`config.mk`:
```
export PLATFORM = sky130hd
export DESIGN_NAME = dop_packer
export DESIGN_NICKNAME = d
export VERILOG_FILES = /design/src/rtl/dop_packer.sv
export SDC_FILE = /design/constraint.sdc
export NUM_CORES = 1
export LEC_CHECK = 0
export ABC_AREA = 1
export ABC_CLOCK_PERIOD_IN_PS = 3200
export BUFFER_PORTS_ARGS = -buffer_cell sky130_fd_sc_hd__buf_2
export CAP_MARGIN = 20
export CORE_MARGIN = 2
export CORE_UTILIZATION = 59
export DETAILED_ROUTE_END_ITERATION = 10
export GPL_TIMING_DRIVEN = 0
export PLACE_DENSITY_LB_ADDON = 0.05
export SLEW_MARGIN = 30
export SYNTH_ARGS = -nofsm -noshare
export SYNTH_HDL_FRONTEND = slang
export SYNTH_SLANG_ARGS = --single-unit
```
`constraint.sdc`:
```
create_clock -name bclk -period 3.2 [get_ports bclk]
set_input_delay 0.32 -clock bclk [delete_from_list [all_inputs] [get_ports bclk]]
set_output_delay 0.32 -clock bclk [all_outputs]
set_load 0.01 [all_outputs]
```
`src/rtl/dop_packer.sv`:
```
// dop_packer: packs left/right 1-bit DSD streams into 16-bit groups, stores
// them as stereo frames in a first-word-fall-through FIFO and presents them as
// 24-bit DoP words {marker, payload} on a valid/ready interface. The marker
// alternates 05/FA per delivered frame.
// Optional build macro: DOP_UNDERRUN_FILL_EN -- once the first frame has been
// delivered, an empty FIFO presents DSD-silence fill frames instead of
// dropping out_valid, and accepted fill frames are counted in underrun_cnt.
`timescale 1ns/1ps

module dop_packer #(
    parameter int FIFO_DEPTH = 4,
    parameter int LVL_W      = $clog2(FIFO_DEPTH) + 1
) (
    input  logic             bclk,
    input  logic             rst_n,
    input  logic             dsd_en,
    input  logic             dsd_L,
    input  logic             dsd_R,
    input  logic             out_ready,
    input  logic             clr_ovf,
    output logic             out_valid,
    output logic [23:0]      out_L,
    output logic [23:0]      out_R,
    output logic [LVL_W-1:0] fifo_level,
    output logic             overflow
`ifdef DOP_UNDERRUN_FILL_EN
    ,
    output logic [15:0]      underrun_cnt
`endif
);

    localparam int               PTR_W      = $clog2(FIFO_DEPTH);
    localparam logic [7:0]       MARKER_RST = 8'h05;
    localparam logic [LVL_W-1:0] LVL_FULL   = LVL_W'(FIFO_DEPTH);

    // Capture side
    logic [3:0]       r_cnt;
    logic [15:0]      r_sh_l;
    logic [15:0]      r_sh_r;
    logic             r_push;

    // FIFO storage and control
    logic [31:0]      r_mem [FIFO_DEPTH];
    logic [PTR_W-1:0] r_wr_ptr;
    logic [PTR_W-1:0] r_rd_ptr;
    logic [LVL_W-1:0] r_level;
    logic             r_overflow;
    logic [7:0]       r_marker;

    logic             w_has_data;
    logic             w_full;
    logic             w_pop;
    logic             w_pop_fifo;
    logic             w_wr;
    logic             w_drop;
    logic [31:0]      w_head;

`ifdef DOP_UNDERRUN_FILL_EN
    logic             r_first_done;
    logic [15:0]      r_underrun;
    logic             w_fill;

    assign w_fill       = r_first_done && !w_has_data;
    assign underrun_cnt = r_underrun;
`endif

    assign w_has_data = (r_level != '0);
    assign w_full     = (r_level == LVL_FULL);
    assign w_pop      = out_valid && out_ready;
    assign w_pop_fifo = w_pop && w_has_data;
    // A completed group is written one cycle after its last capture; while
    // full it only fits if the head leaves in the same cycle.
    assign w_wr       = r_push && (!w_full || w_pop_fifo);
    assign w_drop     = r_push && w_full && !w_pop_fifo;
    assign w_head     = r_mem[r_rd_ptr];

    assign fifo_level = r_level;
    assign overflow   = r_overflow;

    // Shift in one bit per channel on each strobe; flag the push cycle after the 16th bit.
    always_ff @(posedge bclk or negedge rst_n) begin
        if (!rst_n) begin
            r_cnt  <= '0;
            r_sh_l <= '0;
            r_sh_r <= '0;
            r_push <= 1'b0;
        end else begin
            // NOTE: sequential state uses non-blocking assignments so every
            // register samples the pre-edge values of its neighbours.
            r_push <= dsd_en && (r_cnt == 4'd15);
            if (dsd_en) begin
                r_sh_l <= {r_sh_l[14:0], dsd_L};
                r_sh_r <= {r_sh_r[14:0], dsd_R};
                r_cnt  <= r_cnt + 4'd1;
            end
        end
    end

    // Frame storage: the shift registers still hold the complete group during the push cycle.
    always_ff @(posedge bclk) begin
        // NOTE: the storage array is deliberately not reset; r_level guards
        // every read, so stale entries are never presented.
        if (w_wr) begin
            r_mem[r_wr_ptr] <= {r_sh_l, r_sh_r};
        end
    end

    // FIFO pointers, level and the sticky overflow flag.
    always_ff @(posedge bclk or negedge rst_n) begin
        if (!rst_n) begin
            r_wr_ptr   <= '0;
            r_rd_ptr   <= '0;
            r_level    <= '0;
            r_overflow <= 1'b0;
        end else begin
            if (w_wr) begin
                r_wr_ptr <= r_wr_ptr + PTR_W'(1);
            end
            if (w_pop_fifo) begin
                r_rd_ptr <= r_rd_ptr + PTR_W'(1);
            end
            case ({w_wr, w_pop_fifo})
                2'b10:   r_level <= r_level + LVL_W'(1);
                2'b01:   r_level <= r_level - LVL_W'(1);
                default: r_level <= r_level;
            endcase
            // A drop in the same cycle as a clear keeps the flag set.
            if (w_drop) begin
                r_overflow <= 1'b1;
            end else if (clr_ovf) begin
                r_overflow <= 1'b0;
            end
        end
    end

    // Marker flips 05<->FA on every accepted frame.
    always_ff @(posedge bclk or negedge rst_n) begin
        if (!rst_n) begin
            r_marker <= MARKER_RST;
        end else if (w_pop) begin
            r_marker <= ~r_marker;
        end
    end

`ifdef DOP_UNDERRUN_FILL_EN
    // Arm fill after the first real delivery; count accepted fill frames, saturating.
    always_ff @(posedge bclk or negedge rst_n) begin
        if (!rst_n) begin
            r_first_done <= 1'b0;
            r_underrun   <= '0;
        end else begin
            if (w_pop_fifo) begin
                r_first_done <= 1'b1;
            end
            if (w_pop && !w_has_data && (r_underrun != 16'hFFFF)) begin
                r_underrun <= r_underrun + 16'd1;
            end
        end
    end
`endif

    // Present the FIFO head (or a fill frame) as DoP words; idle outputs read zero.
    always_comb begin
        // NOTE: every output gets a default first so no path infers a latch.
        out_valid = w_has_data;
        out_L     = 24'h0;
        out_R     = 24'h0;
        if (w_has_data) begin
            out_L = {r_marker, w_head[31:16]};
            out_R = {r_marker, w_head[15:0]};
        end
`ifdef DOP_UNDERRUN_FILL_EN
        else if (w_fill) begin
            out_valid = 1'b1;
            out_L     = {r_marker, 16'h6969};
            out_R     = {r_marker, 16'h6969};
        end
`endif
    end

endmodule
```
==> results of run 1 <==
-- final timing paths --
check                              start     endpoint  depth (start not counted)  slack, ns
min reg2reg                     r_cnt[3]     r_cnt[3]                          1       0.48
min                              clr_ovf     overflow                          2       0.09
min in group asynchronous          rst_n       r_push                          2       0.48
max                        fifo_level[0]    out_R[17]                          7       0.92
max reg2reg                fifo_level[2]  r_mem[1][3]                          7       1.11
max in group asynchronous          rst_n  r_marker[5]                          2       2.24
-- synth_stat cells --
master	number	area share, %
fa_1	1	0.28
nand2_1	52	2.7
buf_1	2	0.10
nand4_1	3	0.26
dfrtp_1	51	18
edfxtp_1	128	53
xor2_1	13	1.6
xnor2_1	1	0.12
buf_2	20	1.4
a21oi_1	34	2.4
inv_1	39	2.0
nand3_1	5	0.35
ha_1	5	0.86
o21ai_0	42	2.9
o22ai_1	1	0.086
clkbuf_1	4	0.21
dfstp_2	2	0.73
inv_2	2	0.10
nor2_4	2	0.31
nand2_4	2	0.31
o21ai_1	51	3.5
buf_8	1	0.21
buf_4	14	1.5
nor2_1	144	7.5
-- where the power goes --
part	switching, W	leakage (nW)	internal (W)
clock	0.000806	0.236	0.000973
sequential	0.000174	1.84	0.00281
combinational	0.00175	1.28	0.00108
total	0.00273	3.35	0.00485
-- layer usage --
layer  routed length [um]  track usage, %  up-vias
li1                     -               -     2245
met1                 6300            31.7     2305
met2                 7750            41.5      145
met3                  901            4.59       21
met4                  274            9.80        0
met5                    0               0        -
-- metrics by stage --
stage	cell area, sq um	util (%)
2_1_floorplan	7240	-
3_3_place_gp	7710	64.2
3_5_place_dp	7890	65.7
4_1_cts	8400	69.9
5_1_grt	8400	69.9
6_report	8400	69.9
-- area by class of cell --
class	instances	area [sq um]	share of cell area, %
Inverter	41	154	1.83
Multi-Input combinational cell	356	1700	20.3
Timing Repair Buffer	65	443	5.27
Sequential cell	181	5170	61.6
Tap cell	147	184	2.19
Clock inverter	12	65.1	0.775
Buffer	41	243	2.89
Clock buffer	20	437	5.20
-- timing repair --
| item | 4_1_cts | 5_1_grt |
|---|---|---|
| resized for setup | 0 | 0 |
| hold buffers | 1 | 0 |
| endpoints found under the hold margin | 51 | 0 |
-- cell families after synthesis --
| kind of cell | after synthesis |
|---|---|
| buffers and inverters | 82 |
| AND/OR/NAND/NOR | 208 |
| flip-flops | 181 |
| AO/OA/AOI/OAI | 128 |
| XOR/XNOR | 14 |
| adder cells (fa/ha/maj) | 6 |
-- registers in the layout, indices dropped and copies added, names as in the netlist, 2 cells and up --
name        count
r_rd_ptr        2
r_marker        8
r_cnt           4
r_mem         128
r_sh_l         16
r_sh_r         16
r_wr_ptr        2
fifo_level      3
==> flow_summary.ini, run 1 <==
[yosys]
yosys.area_share.simple_pct = 11.4
synth_top_family_by_area = simple AND/OR/NAND/NOR gates
seq_area_frac_synth_pct = 71.4
synth-compound-area-share_pct = 8.86
synthCells = 619
synth-xor-area-share_pct = 1.69
ys_warn_count = 0
synth.cell_area_sq_mm = 0.00724
synth.distinct_cells = 24
syn-num-nets = 632
synthMuxAreaShare_pct = 0
synth_fa_ha_area_share_pct = 1.14
ys_seq_elements = 181
avgSynthCellArea_sq_um = 11.7

[routing]
wl_per_cell_um = 17.6
vias = 4716
drcViolationCount = 0
wirelength_mm = 15.2
postRouteAntennaNets = 0
drtIter0Drc = 335
viasPerCell = 5.46
first_pass_iters = 5

[layout]
drive_above_1_share_pct = 19.0
fillers = 882
area_growth_syn_to_layout_pct = 16.0
final_common_cell = nor2_1
final_nets = 716
final_cells = 863
final_cell_mix = 140 x nor2_1, 128 x edfxtp_1, 77 x buf_2, 52 x nand2_1
num_antenna_cells = 0

[cts]
cts_tree = built
htreeDepth = 4
cts.sink_count = 181
clk_latency_ns = 0.42
post-cts-setup-buffer-count = 0
clk_pin_slew_ns = 0.06
cts.path.max_buffers = 2
root_buffer = clkbuf_16
numCtsBuffers = 17

[floorplanning]
die_area_sq_mm = 0.0132
row_count = 40
start_util_pct = 60.3
die_w_um = 115
fp.coreArea_sq_mm = 0.0120
io_pins = 60
die_y_um = 115

[hold_path]
hp-class = input port to flop

[critical_path]
path_max_fanout = 10
slowest_delay_ns = 0.44
end_kind = primary output
cp_top_family = buffers and inverters
cp.buffers_inverters = 4
path_common_cell = buf_2
path_class = flop to primary output
crit_required_ns = 2.88
crit_slowest_cell = dfrtp_1
crit_chain = nor2_4, nand2_4, inv_1, buf_2, nor2_1, buf_4, buf_2
cp.arrival_ns = 1.96
worstSetupStartpointType = flop

[global_route]
gr-usage-all-layers_pct = 24.5
gr-total-overflow = 0
grt_pass1_wl_mm = 23.5
grt_pass1_vias = 4562
grt_antenna_before_repair = 0
grt_max_degree = 54

[placed_design]
gp_congestion = 0.755
dp_cells = 830
pre_cts_slack_ns = 1.10
io_buffers = 58
dp_hpwl_mm = 9.66

[pwr]
leakage_nw = 3.35
total_power_w = 0.00759
pwr_density_cell_mw_per_mm2 = 903
ir_drop_mv = 0.465

[timing]
hold_viol = 0
maxSlewViolCount = 0
hold_ws_ns = 0.0914
rsz0062_at_grt = no
final.setup.worst_slack_ns = 0.920
tns_ns = 0
min_period_over_period_pct = 71.2
worst_slew_pin_slew_ns = 0.704
finalClockSkew_ns = 0.00757
setup_viol = 0
fmax_mhz = 439
maxSlewHeadroom_pct = 53.1
fin_crit_ns = 2.28

[run]
cap_violations = 0

[outcome]
status = completed
(Power assumes the default switching activity.)
==> run 2: changes to the inputs <==
ABC_CLOCK_PERIOD_IN_PS = 1950   (was 3200)
CORE_UTILIZATION = 53   (was 59)
clock period = 1.95 ns   (was 3.2 ns; I/O delays follow)
==> run 2 against run 1 <==
Net effect: cell area increased by 8.9%; sequential cell count unchanged; setup slack got worse by 0.88 ns; register-to-register slack got worse by 0.97 ns; sequential power increased by 65%; routed wire length increased by 5.4%; global-route usage decreased by 1.2 points; count of clock-buffer cells in the layout increased by 1; worst hold slack got worse by 0.0017 ns; first-iteration DRC count increased by 28%; core utilization decreased by 1.1 points; critical path type unchanged; critical endpoint is now out_L[8]; largest power group is now combinational logic.
==> flow_summary.ini, run 2 (synthesized netlist as in run 1, its figures left out) <==
[outcome]
status = completed

[critical_path]
cp.arrival_ns = 1.71
r2r_slack_ns = 0.14
end_kind = primary output
path_max_fanout = 10
worstSetupStartpointType = flop
reg2reg_from = fifo_level[1]
ff2ff_path_depth = 6
worstReg2RegEnd = r_mem[1][0]
path_class = flop to primary output
crit_required_ns = 1.75

[routing]
wirelength_mm = 16.1
wl_per_cell_um = 17.6
drt-met1-wl_mm = 7.12
viasPerCell = 5.32
postRouteAntennaNets = 0
highest_layer = met4
drcViolationCount = 0
wl_met3_um = 739
drtIter0Drc = 430
vias = 4857
wl_met2_mm = 8.00
first_pass_iters = 6

[layout]
num_antenna_cells = 0
final_nets = 737
area_growth_syn_to_layout_pct = 26.4
final_common_cell = nor2_1
final_util_pct = 68.8
stdcell_area_sq_mm = 0.00915
largestRegisters = r_mem x128, r_sh_l x16, r_sh_r x16
drive_above_1_share_pct = 25.0
final_cell_mix = 132 x nor2_1, 128 x edfxtp_1, 59 x buf_2, 52 x o21ai_1, 52 x nand2_1
top_register = r_mem
largest_reg_flops = 128

[pwr]
ir_drop_mv = 0.774
leakage_nw = 3.62
total_power_w = 0.0142
netSwitchingFraction_pct = 34.2
p_clk_share_pct = 23.4
p_seq_share_pct = 34.5
p_switching_w = 0.00486
pwr_density_cell_mw_per_mm2 = 1550
cellInternalPower_w = 0.00936
pwr-share-comb_pct = 42.1

[global_route]
grt_pass1_vias = 4738
grt_pass1_wl_mm = 25.2
gr-total-overflow = 0
gr-usage-all-layers_pct = 23.3
grt_antenna_before_repair = 0
grt_max_degree = 54

[hold_path]
hp-class = input port to flop
whs_path_depth = 2
whs_endpoint = r_cnt[0]
worstHoldStart = dsd_en

[floorplanning]
die_y_um = 121
die_area_sq_mm = 0.0146
row_count = 42
fp.coreArea_sq_mm = 0.0133
io_pins = 60
die_w_um = 121
start_util_pct = 54.5

[placed_design]
dp_hpwl_mm = 9.72
place_area_sq_mm = 0.00789
io_buffers = 58
gp_congestion = 0.797

[timing]
maxSlewHeadroom_pct = 49.8
min_period_over_period_pct = 97.7
finalClockSkew_ns = 0.00670
hold_viol = 0
worst_slew_pin_slew_ns = 0.754
fin_crit_ns = 1.91
tns_ns = 0
maxSlewViolCount = 0
fmax_mhz = 525
setup_viol = 0
rsz0062_at_grt = yes

[cts]
cts.path.max_buffers = 2
clk_pin_slew_ns = 0.06
htreeDepth = 4
numCtsBuffers = 17
clk_latency_ns = 0.43
cts_tree = built
root_buffer = clkbuf_16
cts.sink_count = 181

[run]
cap_violations = 0
==> run 2: cell count changes in the layout (fill, tap and decap cells not counted), sizes merged <==
cell         previous run  this run
bufinv                  0         3
clkinvlp                4         3
inv                    41        40
buf                   101       117
dlygate4sd3             1         4
clkinv                  8         6
clkbuf                 24        27
==> run 2: repair_timing <==
| item | 4_1_cts | 5_1_grt |
|---|---|---|
| setup endpoints to repair | 149 | 42 |
| cloned | 3 | 3 |
| pin swaps | 4 | 9 |
| hold buffers | 4 | 0 |
| endpoints found under the hold margin | 54 | 0 |
| resized for setup | 38 | 73 |
| buffers inserted | 12 | 4 |
==> run 2: worst max-delay path by stage <==
stage | start | to | slack [ns]
2_1_floorplan | fifo_level[2] | r_mem[0][0] | -0.17
3_3_place_gp | fifo_level[2] | r_mem[0][9] | -0.88
3_5_place_dp | fifo_level[2] | r_mem[3][7] | -0.20
4_1_cts | fifo_level[0] | out_R[17] | -0.03
5_1_grt | r_rd_ptr[0] | out_L[8] | -0.02
6_report | r_rd_ptr[0] | out_L[8] | 0.04
==> run 2: worst max-delay path: stages, from the launching register on <==
cell	delay, ns
dfrtp_2	0.43
inv_2	0.07
buf_12	0.15
buf_12	0.14
o21ai_1	0.25
a21oi_4	0.10
buf_6	0.13
==> run 2: through the flow <==
| stage | std cells | setup WS [ns] | hold WS [ns] |
|---|---|---|---|
| final | 913 | 0.0445 | 0.0897 |
| after detailed placement | 857 | -0.201 | 0.293 |
| after CTS | 908 | -0.0267 | 0.0811 |
| after global routing | 913 | -0.0206 | 0.102 |
| after floorplan | 619 | -0.174 | -0.101 |
| after global placement | 853 | -0.878 | 0.393 |
==> run 2: layout make-up <==
class / instances / area, sq um
clock buffer: 21 / 440
timing repair buffer: 86 / 756
fill: 960 / 4150
multi-input combinational: 356 / 1800
sequential: 181 / 5170
inverter: 41 / 158
tap: 176 / 220
buffer: 41 / 463
clock inverter: 11 / 134
==> run 2: routing by layer <==
metal / track usage (%) / vias to the layer above
li1: - / 2294
met1: 31.2 / 2419
met2: 38.2 / 127
met3: 4.42 / 17
met4: 8.79 / 0
met5: 0 / -
==> run 2: power by group through the flow <==
stage / combinational, W / clock [W] / sequential (W)
after floorplan: 0.00300 / 0 / 0.00490
after global placement: 0.00452 / 0 / 0.00494
after detailed placement: 0.00466 / 0 / 0.00496
after CTS: 0.00527 / 0.00336 / 0.00488
after global routing: 0.00654 / 0.00351 / 0.00495
final: 0.00598 / 0.00333 / 0.00491
